`src/rtl/sde_trigger_defs.vh`:
```
// Shared widths for the surface-detector shower trigger path.
`ifndef SDE_TRIGGER_DEFS_VH
`define SDE_TRIGGER_DEFS_VH

`define ADC_WIDTH                12
`define SHWR_BASELINE_EXTRA_BITS 2
`define SHWR_AREA_WIDTH          19
`define SHWR_AREA_BINS           16

// Integrator outputs settle a few cycles after the last area bin.
`define SHWR_DONE_CNT            (`SHWR_AREA_BINS+4)

// {SEQ[7:0], TRUNC, SATURATED, SBASELINE, PEAK, INTEGRAL}
`define SHWR_PARAM_WORD_WIDTH    (8+2+`ADC_WIDTH*2+`SHWR_BASELINE_EXTRA_BITS+`SHWR_AREA_WIDTH)

`endif

```
`src/rtl/shwr_param_capture_pkg.sv`:
```
// Package for the shower parameter capture block: field widths derived
// from the trigger defines, FSM state encoding and the word packer.
`include "sde_trigger_defs.vh"

package shwr_param_capture_pkg;

    localparam int ADC_W    = `ADC_WIDTH;
    localparam int SBASE_W  = `ADC_WIDTH + `SHWR_BASELINE_EXTRA_BITS;
    localparam int AREA_W   = `SHWR_AREA_WIDTH;
    localparam int WORD_W   = `SHWR_PARAM_WORD_WIDTH;
    localparam int DONE_DEF = `SHWR_DONE_CNT;

    typedef enum logic [1:0] {
        ST_IDLE     = 2'd0,
        ST_COUNT    = 2'd1,
        ST_WAIT_LOW = 2'd2
    } state_t;

    function automatic logic [WORD_W-1:0] pack_word(
        input logic [7:0]         seq,
        input logic               trunc,
        input logic               sat,
        input logic [SBASE_W-1:0] sbase,
        input logic [ADC_W-1:0]   peak,
        input logic [AREA_W-1:0]  area
    );
        return {seq, trunc, sat, sbase, peak, area};
    endfunction

endpackage

```
`src/rtl/shwr_param_fifo.sv`:
```
// Show-ahead FIFO for captured shower parameter words.
// Ports:
//   clk, rst      - clock, asynchronous active-high reset
//   wr_en/wr_data - push; accepted when not full or when a pop happens
//                   on the same edge
//   rd_en         - pop; ignored while empty
//   rd_valid      - FIFO non-empty
//   rd_data       - head word (zero while empty)
//   full          - occupancy equals DEPTH
module shwr_param_fifo #(
    parameter int WIDTH = 8,
    parameter int DEPTH = 4
) (
    input  logic             clk,
    input  logic             rst,
    input  logic             wr_en,
    input  logic [WIDTH-1:0] wr_data,
    input  logic             rd_en,
    output logic             rd_valid,
    output logic [WIDTH-1:0] rd_data,
    output logic             full
);

    localparam int AW = $clog2(DEPTH);

    // One extra pointer bit separates full from empty when the indexes match.
    logic [AW:0]      wr_ptr_q, wr_ptr_d;
    logic [AW:0]      rd_ptr_q, rd_ptr_d;
    logic [WIDTH-1:0] mem_q [DEPTH];
    logic             empty, push, pop;

    always_comb begin
        empty    = (wr_ptr_q == rd_ptr_q);
        full     = (wr_ptr_q[AW] != rd_ptr_q[AW]) &&
                   (wr_ptr_q[AW-1:0] == rd_ptr_q[AW-1:0]);
        pop      = rd_en && !empty;
        push     = wr_en && (!full || pop);
        wr_ptr_d = wr_ptr_q + {{AW{1'b0}}, push};
        rd_ptr_d = rd_ptr_q + {{AW{1'b0}}, pop};
        rd_valid = !empty;
        // Masking keeps the head at zero after reset without clearing storage.
        rd_data  = empty ? '0 : mem_q[rd_ptr_q[AW-1:0]];
    end

    always_ff @(posedge clk or posedge rst) begin
        if (rst) begin
            wr_ptr_q <= '0;
            rd_ptr_q <= '0;
        end else begin
            wr_ptr_q <= wr_ptr_d;
            rd_ptr_q <= rd_ptr_d;
        end
    end

    always_ff @(posedge clk) begin
        if (push) mem_q[wr_ptr_q[AW-1:0]] <= wr_data;
    end

endmodule

```
`src/rtl/shwr_param_capture.sv`:
```
// Captures the shower integrator results once per TRIGGERED window and
// queues them as tagged words for readout.
// Ports:
//   CLK120, RESET        - clock, asynchronous active-high reset
//   TRIGGERED            - shower window
//   INTEGRAL/PEAK/SBASELINE/SATURATED - integrator results, sampled on capture
//   RD_EN, RD_VALID, RD_DATA - show-ahead readout
//   CLR_OVF, OVF_CNT     - dropped-capture counter (saturating) and its clear
module shwr_param_capture
    import shwr_param_capture_pkg::*;
#(
    parameter int DONE_CNT   = DONE_DEF,
    parameter int FIFO_DEPTH = 4
) (
    input  logic               CLK120,
    input  logic               RESET,
    input  logic               TRIGGERED,
    input  logic [AREA_W-1:0]  INTEGRAL,
    input  logic [ADC_W-1:0]   PEAK,
    input  logic [SBASE_W-1:0] SBASELINE,
    input  logic               SATURATED,
    input  logic               RD_EN,
    input  logic               CLR_OVF,
    output logic               RD_VALID,
    output logic [WORD_W-1:0]  RD_DATA,
    output logic [7:0]         OVF_CNT
);

    localparam int CNT_W = $clog2(DONE_CNT + 1);
    localparam logic [CNT_W-1:0] DONE_V = CNT_W'(DONE_CNT);

    state_t           state_q, state_d;
    logic [CNT_W-1:0] cnt_q, cnt_d;
    logic [7:0]       seq_q, seq_d;
    logic [7:0]       ovf_q, ovf_d;
    logic             capture, trunc, drop, fifo_full;
    logic [WORD_W-1:0] word;

    always_comb begin
        state_d = state_q;
        cnt_d   = cnt_q;
        capture = 1'b0;
        trunc   = 1'b0;
        case (state_q)
            ST_IDLE: begin
                if (TRIGGERED) begin
                    cnt_d   = {{(CNT_W-1){1'b0}}, 1'b1};
                    state_d = ST_COUNT;
                end
            end
            ST_COUNT: begin
                if (!TRIGGERED) begin
                    // Window ended before the integrator settled.
                    capture = 1'b1;
                    trunc   = 1'b1;
                    cnt_d   = '0;
                    state_d = ST_IDLE;
                end else if (cnt_q < DONE_V) begin
                    cnt_d = cnt_q + 1'b1;
                end else begin
                    capture = 1'b1;
                    cnt_d   = '0;
                    state_d = ST_WAIT_LOW;
                end
            end
            ST_WAIT_LOW: begin
                if (!TRIGGERED) state_d = ST_IDLE;
            end
            default: state_d = ST_IDLE;
        endcase

        // SEQ advances on every attempt so gaps reveal dropped words.
        seq_d = capture ? seq_q + 8'd1 : seq_q;
        word  = pack_word(seq_q, trunc, SATURATED, SBASELINE, PEAK, INTEGRAL);

        // A pop on the same edge frees the slot, so only an unpopped full FIFO drops.
        drop  = capture && fifo_full && !RD_EN;
        if (CLR_OVF)
            ovf_d = {7'd0, drop};
        else if (drop && ovf_q != 8'hFF)
            ovf_d = ovf_q + 8'd1;
        else
            ovf_d = ovf_q;
    end

    always_ff @(posedge CLK120 or posedge RESET) begin
        if (RESET) begin
            state_q <= ST_IDLE;
            cnt_q   <= '0;
            seq_q   <= '0;
            ovf_q   <= '0;
        end else begin
            state_q <= state_d;
            cnt_q   <= cnt_d;
            seq_q   <= seq_d;
            ovf_q   <= ovf_d;
        end
    end

    assign OVF_CNT = ovf_q;

    shwr_param_fifo #(
        .WIDTH (WORD_W),
        .DEPTH (FIFO_DEPTH)
    ) u_fifo (
        .clk      (CLK120),
        .rst      (RESET),
        .wr_en    (capture),
        .wr_data  (word),
        .rd_en    (RD_EN),
        .rd_valid (RD_VALID),
        .rd_data  (RD_DATA),
        .full     (fifo_full)
    );

endmodule

```
`config.mk`:
```
export PLATFORM = sky130hd
export DESIGN_NAME = shwr_param_capture
export DESIGN_NICKNAME = d
export VERILOG_FILES = /design/src/rtl/shwr_param_capture_pkg.sv /design/src/rtl/shwr_param_fifo.sv /design/src/rtl/shwr_param_capture.sv
export VERILOG_INCLUDE_DIRS = /design/src /design/src/rtl
export SDC_FILE = /design/constraint.sdc
export NUM_CORES = 1
export LEC_CHECK = 0
export CORE_UTILIZATION = 50
export DETAILED_ROUTE_END_ITERATION = 10
export PLACE_DENSITY = 0.73
export SYNTH_ARGS = -nofsm -noshare
export SYNTH_HDL_FRONTEND = slang
export SYNTH_SLANG_ARGS = --single-unit
```
`constraint.sdc`:
```
create_clock -name CLK120 -period 8.8 [get_ports CLK120]
set_clock_uncertainty 0.2 [all_clocks]
set_input_delay 0.88 -clock CLK120 [delete_from_list [all_inputs] [get_ports CLK120]]
set_output_delay 0.88 -clock CLK120 [all_outputs]
set_load 0.1 [all_outputs]
```
== After elaboration in Yosys (flattened, before gate mapping) ==
Memory sizes are Yosys's and may differ from the RTL's.
Index checks and enable logic that the tools add are counted.
Operators by class
  $add $sub $neg: 5
  reductions and logical operators: 15
  bitwise logic cells: 0
  div/mod/pow operators: 0
  eq/ne operators: 9
  muxes and demuxes: 19
  multiply operators: 0
  shifts and indexed selects: 0
  magnitude comparators: 1
Operators by type and width (number)
  55-bit two-way mux: 1
  8-bit by 1-bit adder with 8-bit output, second input constant: 2
  8-bit two-way mux: 2
  5-bit two-way mux: 3
  5-bit one-hot mux with 2 select lines: 1
  2-bit two-way mux: 4
  8-bit inequality test, second input constant: 1
  1-bit two-way mux: 7
  3-bit by 1-bit adder with 3-bit output: 2
  1-bit logical AND: 6
  2-bit one-hot mux with 3 select lines: 1
  5-bit by 1-bit adder with 5-bit output, second input constant: 1
  5-bit < comparator, second input constant: 1
  2-bit inequality test, second input constant: 2
  2-bit nonzero test: 2
  3-bit == test: 1
  1-bit logical NOT: 3
  3-bit inequality test, second input constant: 1
  3-bit AND reduction: 1
  2-bit by 1-bit == test with 1-bit output, second input constant: 1
  2-bit == test: 1
  2-bit == test, second input constant: 1
  2-bit logical NOT: 1
  2-bit AND reduction: 1
  other kinds (2): 2
Storage, ports and cells
  word-level logic and storage cells: 56
  bits in writable memories: 220
  memories: 1
  latch bits: 0
  register bits: 29
  output and inout port bits: 64
  ROM bits: 0
  input port bits: 51
Memories
  u_fifo.mem_q: depth 4, bits a word 55, rd ports 1, clocked after Yosys merged registers in 0, wr ports 1, RTL line shwr_param_fifo.sv:29  | logic [WIDTH-1:0] mem_q [DEPTH];

== Logic depth before layout (Yosys ltp) ==
  word-level depth: 9
  mapped depth: 8
  depth with buffers taken out: 7

== By module ==
Synthesis repeated with hierarchy kept, for this count alone.
Unflattened totals
  cell total of the unflattened synthesis: 497
  area total of the unflattened synthesis: 10054.6 sq um
Modules (own cells, without submodules)
  shwr_param_fifo: area each 8851.0 sq um, cells an instance 375, times used 1
  shwr_param_capture: area each 1203.7 sq um, cells an instance 122, times used 1

== Worst setup path before layout ==
No wires, ideal clock.
  path type: input-to-reg
  from: input port TRIGGERED
  to: memory u_fifo.mem_q[1][0] (netlist name) (enable)
  setup slack: 2311 ps
  stages: 4
  setup time: 547 ps
  required time: 8053 ps
  arrival: 5742 ps
  path through: clkbuf_1 > a21oi_1 > nand2_1 > nor3b_1
Between the ends
  cells in the longest elaborated chain, start to end: 5
RTL lines
  start, declared: RTL line shwr_param_capture.sv:17  | input logic TRIGGERED,
  1-bit two-way mux: RTL line shwr_param_capture.sv:52  | if (!TRIGGERED) begin
  1-bit two-way mux: RTL line shwr_param_capture.sv:44  | case (state_q)
  1-bit logical AND: RTL line shwr_param_fifo.sv:37  | push = wr_en && (!full || pop);
  1-bit two-way mux: RTL line shwr_param_fifo.sv:56  | if (push) mem_q[wr_ptr_q[AW-1:0]] <= wr_data;
  1-bit two-way mux (not written as such): RTL line shwr_param_fifo.sv:56
  end, declared: RTL line shwr_param_fifo.sv:29
No other way between the ends.

== Worst setup path in the final report ==
  from: register u_fifo.rd_ptr_q[0]
  to: output port RD_DATA[54]
Between the ends
  cells in the longest elaborated chain, start to end: 2
  elaborated cells on any way between the ends: 3
RTL lines
  start, declared: RTL line shwr_param_fifo.sv:28  | logic [AW:0] rd_ptr_q, rd_ptr_d;
  start signal, assigned: RTL line shwr_param_fifo.sv:51  | rd_ptr_q <= rd_ptr_d;
  memory read 4 x 55 bit or 3-bit == test (tied branches)
  55-bit two-way mux *: RTL line shwr_param_fifo.sv:42  | rd_data = empty ? '0 : mem_q[rd_ptr_q[AW-1:0]];
  end, declared: RTL line shwr_param_capture.sv:25  | output logic [WORD_W-1:0] RD_DATA,
Every way passes the cells marked *; elsewhere a longest branch is shown, timed or not.

==> metrics <==
worst reg2reg setup slack=5.23 ns; depth of the most critical reg-to-reg path=5; clock tree from TritonCTS=yes; number of instances on the worst hold path=1; post-synthesis mux area share=13.2%; RR Endpoint=u_fifo.mem_q[2][25]; Resized cells post-CTS=0; fraction of layout instances using a drive strength above 1=17.4%; largest stage delay on the critical path=1.00 ns; global placer's final weighted congestion=0.732; worst hold path endpoint=u_fifo.rd_ptr_q[2]; number of setup violations in the final report=0; worst-case headroom to the max-slew limit=23.7%; number of rows created at floorplan=50; crit-path max FO=47; shortest period the worst path allows=4.77 ns; Clock Tree Root=sky130_fd_sc_hd__clkbuf_16; number of max-cap violations=0; number of nets produced by synthesis=554; total iterations of the first detailed-routing run=4; Synth Warn #=0; number of buffers added on ports=114; adder-cell area share of the yosys netlist=0.892%; Placed Instances=854; total CTS buffers=25; simple-gate share of the synthesized area=7.47%; Compound-Gate Fraction of Synth Area=1.45%; Max stage delay cell, worst path=sky130_fd_sc_hd__clkdlybuf4s50_1; via count of the first global-routing pass=5238; top cells by area in the synthesized netlist=sky130_fd_sc_hd__edfxtp_1 (67%), sky130_fd_sc_hd__mux4_2 (13%), sky130_fd_sc_hd__dfrtp_1 (7.4%), sky130_fd_sc_hd__nor2b_1 (4.0%), sky130_fd_sc_hd__ha_1 (0.89%); max-slew violation count=0; number of vias per cell after detailed routing=5.53; die area=20200 µm²; dpl cell area=11300 µm²; Data arrival, critical path=3.69 ns; reg2reg start=state_q[1]; outcome=finished, final reports clean; clock latency on the worst-skew pair=0.52 ns; clock net sink count=249; number of H-tree levels=1; effective utilization at floorplan=51.8%; first-pass GRT wire length=28400 µm; final routed wirelength across all metal layers=17900 µm; transition time of the tightest slew-check pin=1.14 ns; cell count after synthesis=496; element type at the critical path start=flop; CTS Buffer Depth=3; Data required, critical path=7.72 ns; HPWL after detailed placement=10400 µm; boundary pin count=115; worst min-delay path category=reg2reg; peak clock frequency supported by timing=210 MHz; starting DRC count in detailed routing=327; period utilisation layout=54.2%; Layout Cell Area excl Fill=12100 µm²; leftover overflow at the end of global routing=0; share of Yosys cell area claimed by the top area cell type=67.3%; antenna diode instance count=0; setup repair after global routing missed its margin=no; post-synthesis area per instance=19.8 µm²; height of the chip=142 µm; dominant combinational cell family by area after synthesis=multiplexers; crit path capture type=output port; parity-gate share of the synthesized area counting xor and xnor cells=1.07%; number of hold-repair buffers added at the cts stage=0; sum of negative setup slack=0 ns; remaining routing DRC violations=0; final cell count without fillers=897; Netlist Area Pre-Place=9820 µm²; Post-CTS Setup Repair Bufs=0; sequential share of the synthesized area=74.7%; cell-by-cell listing of the critical path=buf_4, mux4_2, nor2b_1, clkdlybuf4s50_1; Placeable Area=19000 µm²; initial antenna violation count=0; post-synthesis to final-layout area growth=22.8%; Filler Cells Inserted=1320; total routing usage reported by global routing=18.6%; register clock-pin slew on the reported worst setup and hold paths=0.06 ns; unique cell type count in the Yosys netlist=42; critical path start-end classification=reg2out; post-synthesis cell type with the largest combined area=sky130_fd_sc_hd__edfxtp_1; maximum number of pins on one net before global-route repair=58; vias post-DR=4956; number of hold violations in the final report=0; Die W=142 µm; Synth Register Bits=249; DRT antenna net count=0; start point of the worst min-delay path=u_fifo.rd_ptr_q[2]; Final nets=679; wire length per cell=19.9 µm
-- cells in the mapped netlist, drive strengths merged --
cell type	number
a31oi	1
nor2	11
clkbuf	15
o21bai	1
buf	9
a41oi	1
nor2b	63
nor4	6
nand2b	3
mux4	55
edfxtp	220
nand3	4
o21ai	5
nand3b	1
and2	2
xor2	4
nand2	9
a211oi	1
a21oi	4
or4	1
a41o	1
a311oi	2
and3	2
xnor2	8
dfrtp	29
inv	5
nor3	1
o2bb2ai	1
mux2	5
and4	3
a211o	1
nand4	9
ha	7
o31ai	2
nor3b	3
a21o	1
-- placed cells by master (no fill, tap or decap), types with 2 or more instances in the layout --
cell type	synthesis	routed
sky130_fd_sc_hd__clkbuf_1	15	6
sky130_fd_sc_hd__and2_1	2	2
sky130_fd_sc_hd__nand2b_1	3	3
sky130_fd_sc_hd__dfrtp_1	29	27
sky130_fd_sc_hd__nand4_1	9	9
sky130_fd_sc_hd__inv_1	5	5
sky130_fd_sc_hd__xor2_1	4	4
sky130_fd_sc_hd__nand2_1	9	9
sky130_fd_sc_hd__nor4_2	3	3
sky130_fd_sc_hd__nor2_1	11	11
sky130_fd_sc_hd__a21oi_1	4	4
sky130_fd_sc_hd__ha_1	7	7
sky130_fd_sc_hd__xnor2_1	8	8
sky130_fd_sc_hd__o21ai_0	4	4
sky130_fd_sc_hd__clkdlybuf4s50_1	0	114
sky130_fd_sc_hd__nor2b_1	63	63
sky130_fd_sc_hd__nor3b_2	0	3
sky130_fd_sc_hd__edfxtp_1	220	220
sky130_fd_sc_hd__clkinv_1	0	2
sky130_fd_sc_hd__nor4_1	2	2
sky130_fd_sc_hd__clkbuf_16	0	26
sky130_fd_sc_hd__a311oi_1	2	2
sky130_fd_sc_hd__mux4_2	55	55
sky130_fd_sc_hd__clkinv_2	0	5
sky130_fd_sc_hd__bufinv_16	0	2
sky130_fd_sc_hd__and4_1	3	3
sky130_fd_sc_hd__buf_4	0	8
sky130_fd_sc_hd__o31ai_1	2	2
sky130_fd_sc_hd__nand3_1	4	4
sky130_fd_sc_hd__mux2_1	4	4
-- registers in the layout, summed over array words and instances (netlist names) --
name and cells:
state_q 2, u_fifo.mem_q 220, cnt_q 5, u_fifo.rd_ptr_q 3
seq_q 8, OVF_CNT 8, u_fifo.wr_ptr_q 3
-- cell families after synthesis --
family / Yosys count
simple gates: 118
flops: 249
compound gates: 21
xor+xnor: 12
mux: 60
buf+inv: 29
fa+ha+maj: 7
-- per-stage QoR --
stage          hold WS [ns]  utilization (%)  setup WS [ns]
2_1_floorplan         0.259                -           2.31
3_3_place_gp          0.277             59.4           4.49
3_5_place_dp          0.281             59.4           4.39
4_1_cts               0.294             63.6           3.92
5_1_grt               0.342             63.6           3.81
6_report              0.294             63.6           4.03
-- worst max path at each step --
stage / cells after the start / slack [ns] / startpoint / end
final: 4 / 4.03 / u_fifo.rd_ptr_q[0] / RD_DATA[54]
after global routing: 4 / 3.81 / u_fifo.rd_ptr_q[0] / RD_DATA[54]
after CTS: 4 / 3.92 / u_fifo.rd_ptr_q[0] / RD_DATA[54]
after detailed placement: 5 / 4.39 / TRIGGERED / u_fifo.mem_q[2][8]
after global placement: 5 / 4.49 / TRIGGERED / u_fifo.mem_q[2][8]
after floorplan: 4 / 2.31 / TRIGGERED / u_fifo.mem_q[1][0]
-- critical path: cells and delay by family, from the launching register on --
family                 cells  cell delay [ns]
buffers and inverters      2             1.77
DFF                        1             0.56
muxes                      1             0.65
and+or+nand+nor            1             0.16
-- final cells by class --
cell class / count / area [µm²] / share of cell area [%]
multi-input cells: 218 / 2380 / 19.8
well taps: 260 / 325 / 2.70
flip-flops and latches: 249 / 7340 / 60.9
clock inverters: 10 / 101 / 0.841
repair buffers: 122 / 1200 / 9.96
inverters: 5 / 18.8 / 0.156
clock buffers: 33 / 687 / 5.70
-- layer usage --
layer / global-route usage, % / wire length (µm) / up-vias
met2: 32.3 / 9040 / 145
li1: - / - / 2222
met3: 2.73 / 896 / 32
met5: 0 / 0 / -
met4: 5.32 / 323 / 0
met1: 24.5 / 7620 / 2557
Power is not shown: default switching activity piles up to over one toggle a cycle in this logic, so the estimate is an artifact.
